## src/rtl/vend_coin_sequencer.sv

```systemverilog
// Coin front-end for vending_machine: queues button coin pulses, issues them one
// at a time as 1-cycle codes, and tallies sales and change seen in each response window.
module vend_coin_sequencer #(
    parameter int DEPTH     = 4,
    parameter int PTR_W     = 2,
    parameter int RESP_WAIT = 2,
    parameter int CNT_W     = 8
) (
    input  logic             clk,
    input  logic             rst,
    input  logic             coin1,
    input  logic             coin2,
    output logic [1:0]       vm_in,
    input  logic             vm_out,
    input  logic [1:0]       vm_change,
    output logic             busy,
    output logic             fifo_full,
    output logic             fifo_empty,
    output logic [PTR_W:0]   level,
    output logic             drop,
    output logic [CNT_W-1:0] sale_cnt,
    output logic [CNT_W-1:0] change_cnt
);
    localparam int WC_W = $clog2(RESP_WAIT + 1);

    typedef enum logic [1:0] {IDLE, ISSUE, WAIT} state_t;

    state_t           state, state_nx;
    logic [1:0]       mem [DEPTH];
    logic [PTR_W-1:0] wptr, rptr;
    logic [1:0]       wcode, vm_in_nx;
    logic             push, pop, rej;
    logic [WC_W-1:0]  wcnt, wcnt_nx;
    logic             seen, seen_nx, hit;
    logic [CNT_W-1:0] sale_nx, change_nx;
    logic [CNT_W:0]   change_sum;

    assign fifo_full  = (level == (PTR_W+1)'(DEPTH));
    assign fifo_empty = (level == '0);
    assign busy       = (state != IDLE);

    // Fullness is judged on the pre-edge level, so a same-edge pop never frees a slot.
    always_comb begin
        wcode = coin2 ? 2'b10 : 2'b01;
        push  = (coin1 || coin2) && !fifo_full;
        rej   = (coin1 && coin2) || ((coin1 || coin2) && fifo_full);
    end

    always_comb begin
        state_nx = state;
        vm_in_nx = 2'b00;
        pop      = 1'b0;
        wcnt_nx  = wcnt;
        seen_nx  = seen;
        hit      = 1'b0;
        case (state)
            IDLE: begin
                if (!fifo_empty) begin
                    pop      = 1'b1;
                    vm_in_nx = mem[rptr];
                    state_nx = ISSUE;
                end
            end
            ISSUE: begin
                wcnt_nx  = WC_W'(RESP_WAIT);
                seen_nx  = 1'b0;
                state_nx = WAIT;
            end
            WAIT: begin
                wcnt_nx = wcnt - 1'b1;
                if (vm_out && !seen) begin
                    hit     = 1'b1;
                    seen_nx = 1'b1;
                end
                if (wcnt == WC_W'(1))
                    state_nx = IDLE;
            end
            default: state_nx = IDLE;
        endcase
    end

    // Saturating tallies; change adds up to 3 per sale so clamp on carry-out.
    always_comb begin
        sale_nx    = sale_cnt;
        change_nx  = change_cnt;
        change_sum = {1'b0, change_cnt} + {{(CNT_W-1){1'b0}}, vm_change};
        if (hit) begin
            if (sale_cnt != '1)
                sale_nx = sale_cnt + 1'b1;
            change_nx = change_sum[CNT_W] ? '1 : change_sum[CNT_W-1:0];
        end
    end

    always_ff @(posedge clk) begin
        if (push)
            mem[wptr] <= wcode;
    end

    always_ff @(posedge clk) begin
        if (rst) begin
            state      <= IDLE;
            vm_in      <= 2'b00;
            wptr       <= '0;
            rptr       <= '0;
            level      <= '0;
            drop       <= 1'b0;
            wcnt       <= '0;
            seen       <= 1'b0;
            sale_cnt   <= '0;
            change_cnt <= '0;
        end else begin
            state      <= state_nx;
            vm_in      <= vm_in_nx;
            wcnt       <= wcnt_nx;
            seen       <= seen_nx;
            drop       <= rej;
            sale_cnt   <= sale_nx;
            change_cnt <= change_nx;
            if (push)
                wptr <= wptr + 1'b1;
            if (pop)
                rptr <= rptr + 1'b1;
            case ({push, pop})
                2'b10:   level <= level + 1'b1;
                2'b01:   level <= level - 1'b1;
                default: level <= level;
            endcase
        end
    end
endmodule

```

## config.mk

```make
export PLATFORM = sky130hd
export DESIGN_NAME = vend_coin_sequencer
export DESIGN_NICKNAME = d
export VERILOG_FILES = /design/src/rtl/vend_coin_sequencer.sv
export SDC_FILE = /design/constraint.sdc
export NUM_CORES = 1
export LEC_CHECK = 0
export CAP_MARGIN = 20
export CORE_AREA = 2 2 63 65
export CTS_CLUSTER_SIZE = 30
export DETAILED_ROUTE_END_ITERATION = 10
export DIE_AREA = 0 0 65 67
export HOLD_SLACK_MARGIN = 0.1
export PLACE_DENSITY = 0.74
export SLEW_MARGIN = 5
export SYNTH_ARGS = -nofsm -noshare
export SYNTH_HDL_FRONTEND = slang
export SYNTH_SLANG_ARGS = --single-unit
```

## constraint.sdc

```tcl
create_clock -name clk -period 2.39 [get_ports clk]
set_input_delay 0.478 -clock clk [delete_from_list [all_inputs] [get_ports clk]]
set_output_delay 0.478 -clock clk [all_outputs]
set_load 0.005 [all_outputs]
```

After elaboration in Yosys (flattened, before gate mapping)
Memory sizes are Yosys's and may differ from the RTL's. A register that Yosys moved wholly into a read port is not among the register bits. Index checks and enable logic that the tools add are counted.

Add/sub/neg operators: 7. Multipliers: 0. Div/mod/pow operators: 0. Magnitude comparators: 0. Eq/ne operators: 10. Shift operators: 0. Mux-type cells: 15. Bitwise logic cells: 1. Reductions and logical operators: 17.

Operators with widths (number): $add A8 B2 Y9 (1); $add A8 B1 Y8 const B (1); $mux W8 (1); $ne A8 B8 Y1 const B (1); $mux W1 (7); $eq A2 B1 Y1 const B (3); $mux W2 (3); $ne A2 B2 Y1 const B (3); $pmux W2 S3 (1); $pmux W3 S2 (1); $reduce_and A2 Y1 (3); $reduce_bool A2 Y1 (3); $add A2 B1 Y2 const B (2); $eq A2 B2 Y1 const B (2); $logic_and A1 B1 Y1 (4); $pmux W2 S2 (1); $add A3 B1 Y3 const B (1); $eq A3 B3 Y1 const B (1); $logic_not A3 Y1 (1); $reduce_or A3 Y1 (1); $sub A3 B1 Y3 const B (1); $logic_not A1 Y1 (2); $logic_not A2 Y1 (1); $logic_or A1 B1 Y1 (2); other kinds (3) (3).

Register bits: 29. Bits in latches: 0. RAM bits: 8. Memory bits (read-only): 0. Input bits: 7. Memories kept: 1.

Memories: mem (depth 4, width 2, rd ports 1, clocked after Yosys merged registers in 1, wr ports 1, RTL line 29) `logic [1:0] mem [DEPTH];`.

Longest topological paths before layout
Word-level depth: 5. Mapped depth: 10.

Worst setup path after synthesis
OpenSTA, ideal clock, no wires.

Path kind: register to register. Start point: register level[2]. End point: register level[2]. Setup time: 0.071 ns. Data arrival time: 2.198 ns. Required time: 2.319 ns. Path slack: 0.121 ns. Stages on the path, launching flop included: 10. Buffers on the path: 0. Cell sequence: dfxtp_1 > nor3b_1 > nor2_1 > inv_1 > ha_1 > inv_1 > fa_1 > xor2_1 > or3_1 > a21oi_1.

Longest elaborated chain between the ends: 5.

Ends and longest elaborated chain: from (decl) (RTL line 19) `output logic [PTR_W:0] level,`; from (signal assigned) (RTL line 124) `2'b10: level <= level + 1'b1;`; from (signal assigned) (RTL line 125) `2'b01: level <= level - 1'b1;`; from (signal assigned) (RTL line 126) `default: level <= level;`; $eq A3 B3 Y1 (*) (RTL line 38) `assign fifo_full = (level == (PTR_W+1)'(DEPTH));`; via fifo_full (RTL line 17) `output logic fifo_full,`; $logic_not A1 Y1 (*) (RTL line 45) `push = (coin1 || coin2) && !fifo_full;`; $logic_and A1 B1 Y1 (*) (RTL line 45); $eq A2 B1 Y1 / $eq A2 B2 Y1 (equally long branches) (RTL line 123) `case ({push, pop})`; $pmux W3 S2 / $reduce_bool A2 Y1 (equally long branches).

Mark *: on every way through the listed nets, which the timed path passes. The rest lies on a longest branch. A chain may end at the register's enable or synchronous reset.

Worst setup path after layout
Start point: input coin1. End point: register level[2].

Longest elaborated chain between the ends: 4.

Ends and longest elaborated chain: from (decl) (RTL line 11) `input logic coin1,`; $logic_or A1 B1 Y1 (*) (RTL line 45); $logic_and A1 B1 Y1 (*) (RTL line 45); $eq A2 B1 Y1 / $eq A2 B2 Y1 (equally long branches) (RTL line 123); $pmux W3 S2 / $reduce_bool A2 Y1 (equally long branches).

Every way passes the cells marked *; elsewhere a longest branch is shown, timed or not.

==> out/qor.yml <==
floorplan.initialDensity: 0.5153
synth_top_area_cell: "sky130_fd_sc_hd__dfxtp_1"
regArea_um2: 860.8
route.vias.total: 1432
floorplan_die_width_um: 65
pre_cts_slack_ns: -0.07713
cellPowerDensity_nw_per_um2: 869.1
min-delay-path-class: "flop to flop"
setup.worst_path.end_class: "flop"
io-pin-count: 32
area_growth_syn_to_layout_pct: 26.26
cell_chain_critical_path: "clkdlybuf4s50_1 -> nor2_1 -> nor2_1 -> inv_1 -> ha_1 -> inv_1 -> fa_1 -> xor2_1 -> or3_1 -> a21oi_1"
report.final.hold_viol_count: 0
worst_slack_ns: 0.2168
crit_type: "input pin to flop"
worstSkewPairLatency_ns: 0.29
antennaDiodeCount: 0
worst_slew_margin_rel: 0.6953
timing_worst_slew_pin_value_ns: 0.4557
clock_sink_count: 39
largest_family_of_logic_cells_by_synthesized_area: "simple AND/OR/NAND/NOR gates"
timing.fmax_mhz: 460.2
number_of_global_route_vias_before_repair: 1400
cap_violations: 0
rsz0062_at_grt: "no"
port-buffer-count: 31
synth.net_count: 210
dp.cells: 270
layout-drive-gt1-share: 0.08696
peakVddDrop_mv: 0.6371
synth_sequential_area_ratio: 0.4633
count_of_different_cell_masters_after_synthesis: 38
finalClockSkew_ns: 0.005456
synth.mux.area_fraction: 0.04646
async_flop_share: 0
grt_pass1_wl_um: 5885
cts_htree_levels: 2
synth_seq_cells: 39
clk_transition_reported_paths_ns: 0.07
timing.critical_path.buf_inv: 3
totalWireLength_um: 3478
drt_pre_antenna_iters: 4
tritoncts: "done"
overflow: 0
num-fill-cells: 302
tritoncts.num_buffers: 5
grt_antenna_before_repair: 0
synth_area_um2: 1858
num_rows: 22
critical_path.top_delay_family: "buffers and inverters"
gp_congestion: 0.7987
setup.worst_path.start_class: "input pin"
setup_viol_count_final: 0
critPathSlowestCell: "sky130_fd_sc_hd__clkdlybuf4s50_1"
period_minus_slack_ns: 2.173
fin_crit_sh: 0.9093
synth-xor-area-share: 0.07071
worst_path_largest_cell_delay_ns: 0.43
synth-compound-area-share: 0.09293
cts_resized: 0
finished_layout_cells: 278
synthAdderAreaFrac: 0.1091
worst_ep_required_time_ns: 2.61
post_synth.cell_area_avg_um2: 9.883
detailedRoute.firstIterationViolations: 65
count_of_buffers_added_by_post_cts_timing_repair_for_setup: 0
synthSimpleGateAreaFrac: 0.1744
cts-root-to-sink-buffers: 2
run_status: "finished, final reports clean"
routed_wire_length_per_instance_um: 12.51
final_max_slew_viol_count: 0
vias_per_cell: 5.151
final_net_count: 251
fin_worst_hold_slack_ns: 0.4895
grt_max_degree: 13
netlist_top_cells_area: "sky130_fd_sc_hd__dfxtp_1 (33%), sky130_fd_sc_hd__edfxtp_1 (13%), sky130_fd_sc_hd__ha_1 (8.8%), sky130_fd_sc_hd__xor2_1 (4.7%), sky130_fd_sc_hd__nor2_1 (4.6%)"
drc: 0
synth_cells: 188
synth.top_cell.area_share: 0.3340
post_dp_hpwl_um: 2674
core_area_um2: 3606
final_cell_area_um2: 2346
post_cts_hold_buffer_count: 0
dieHeight_um: 67
crit_arrival_ns: 2.39
multi_input_comb_area_um2: 917.1
yosys_warnings: 0
critPathMaxFanout: 2
ctsRootBufferMaster: "sky130_fd_sc_hd__clkbuf_8"
antenna_left: 0
synthFlopType: "sky130_fd_sc_hd__dfxtp_1"
detailed_place.area_um2: 2265
grt.total_usage: 0.1787
p_leak_uw: 0.0009018
synth_enable_flop_cells: 8
floorplan.die_area_um2: 4355
## Yosys cell counts (2+ instances only)
master / number
sky130_fd_sc_hd__dfxtp_1: 31
sky130_fd_sc_hd__nor2_1: 23
sky130_fd_sc_hd__inv_1: 17
sky130_fd_sc_hd__ha_1: 13
sky130_fd_sc_hd__a21oi_1: 12
sky130_fd_sc_hd__nand2_1: 11
sky130_fd_sc_hd__xor2_1: 10
sky130_fd_sc_hd__edfxtp_1: 8
sky130_fd_sc_hd__nor3_1: 7
sky130_fd_sc_hd__and2_1: 5
sky130_fd_sc_hd__xnor2_1: 5
sky130_fd_sc_hd__o21ai_0: 4
sky130_fd_sc_hd__and3_1: 3
sky130_fd_sc_hd__clkbuf_1: 3
sky130_fd_sc_hd__mux2i_1: 3
sky130_fd_sc_hd__nand3_1: 3
sky130_fd_sc_hd__nor3b_1: 3
sky130_fd_sc_hd__o211ai_1: 3
sky130_fd_sc_hd__fa_1: 2
sky130_fd_sc_hd__mux4_2: 2
sky130_fd_sc_hd__nand4_1: 2
sky130_fd_sc_hd__o22ai_1: 2
## cell families after synthesis
| group | Yosys count |
|---|---|
| simple gates | 64 |
| flops | 39 |
| compound gates | 28 |
| buf+inv | 21 |
| xor+xnor | 15 |
| fa+ha+maj | 15 |
| mux | 6 |
## cells in the final DEF (no fill, tap or decap), types with 5 or more instances in the layout
| cell | instances |
|---|---|
| sky130_fd_sc_hd__and2_1 | 5 |
| sky130_fd_sc_hd__buf_4 | 7 |
| sky130_fd_sc_hd__dfxtp_1 | 31 |
| sky130_fd_sc_hd__clkbuf_8 | 5 |
| sky130_fd_sc_hd__ha_1 | 13 |
| sky130_fd_sc_hd__nand2_1 | 11 |
| sky130_fd_sc_hd__xnor2_1 | 5 |
| sky130_fd_sc_hd__nor2_1 | 23 |
| sky130_fd_sc_hd__nor3_1 | 7 |
| sky130_fd_sc_hd__clkdlybuf4s50_1 | 31 |
| sky130_fd_sc_hd__edfxtp_1 | 8 |
| sky130_fd_sc_hd__a21oi_1 | 12 |
| sky130_fd_sc_hd__xor2_1 | 10 |
| sky130_fd_sc_hd__inv_1 | 17 |
## metrics by stage
step | total power [uW] | TNS (ns) | util
after floorplan | 1350 | 0 | -
after global placement | 1592 | 0 | 0.6280
after detailed placement | 1646 | -0.07713 | 0.6280
after CTS | 2073 | 0 | 0.6506
after global routing | 2196 | 0 | 0.6506
final | 2039 | 0 | 0.6506
## path summary, 6_finish.rpt
path | start | slack (ns) | endpoint | cells past startpoint
worst max-delay path | coin1 | 0.22 | level[2] | 10
worst min-delay path | seen | 0.49 | seen | 2
worst max register to register | state[1] | 0.22 | level[2] | 10
worst min register to register | seen | 0.49 | seen | 2
## power by group
| part | internal, uW | switching (uW) |
|---|---|---|
| Combinational | 391 | 351 |
| Clock | 205 | 216 |
| Sequential | 792 | 83.9 |
| Total | 1390 | 651 |
## area by class of cell
type                    count  share of cell area
clock buffers               7             0.03253
clock inverters             1            0.002133
inverters                  17             0.02720
multi-input cells         128              0.3909
flip-flops and latches     39              0.3669
well taps                  48             0.02560
repair buffers             38              0.1547
## worst register-to-register path, cell delays in order, from the launching register on
cell and delay (ns):
sky130_fd_sc_hd__dfxtp_1 0.34, sky130_fd_sc_hd__inv_1 0.11, sky130_fd_sc_hd__ha_1 0.19, sky130_fd_sc_hd__nand2b_1 0.12, sky130_fd_sc_hd__inv_1 0.13, sky130_fd_sc_hd__ha_1 0.18, sky130_fd_sc_hd__inv_1 0.05, sky130_fd_sc_hd__fa_1 0.37
sky130_fd_sc_hd__xor2_1 0.16, sky130_fd_sc_hd__or3_1 0.31, sky130_fd_sc_hd__a21oi_1 0.15
## metal layers
layer | part of all wire | wire length, um | up-vias | track usage
li1 | - | - | 718 | -
met2 | 0.53 | 1859 | 27 | 0.3505
met5 | 0 | 0 | - | 0
met1 | 0.41 | 1425 | 683 | 0.1761
met4 | 0.013 | 46 | 0 | 0.07979
met3 | 0.042 | 147 | 4 | 0.04223
## registers in the layout (all words and copies together), names as in the netlist, 3 cells and up
| register | cells |
|---|---|
| mem | 8 |
| level | 3 |
| change_cnt | 8 |
| sale_cnt | 8 |
(Power assumes the default switching activity.)
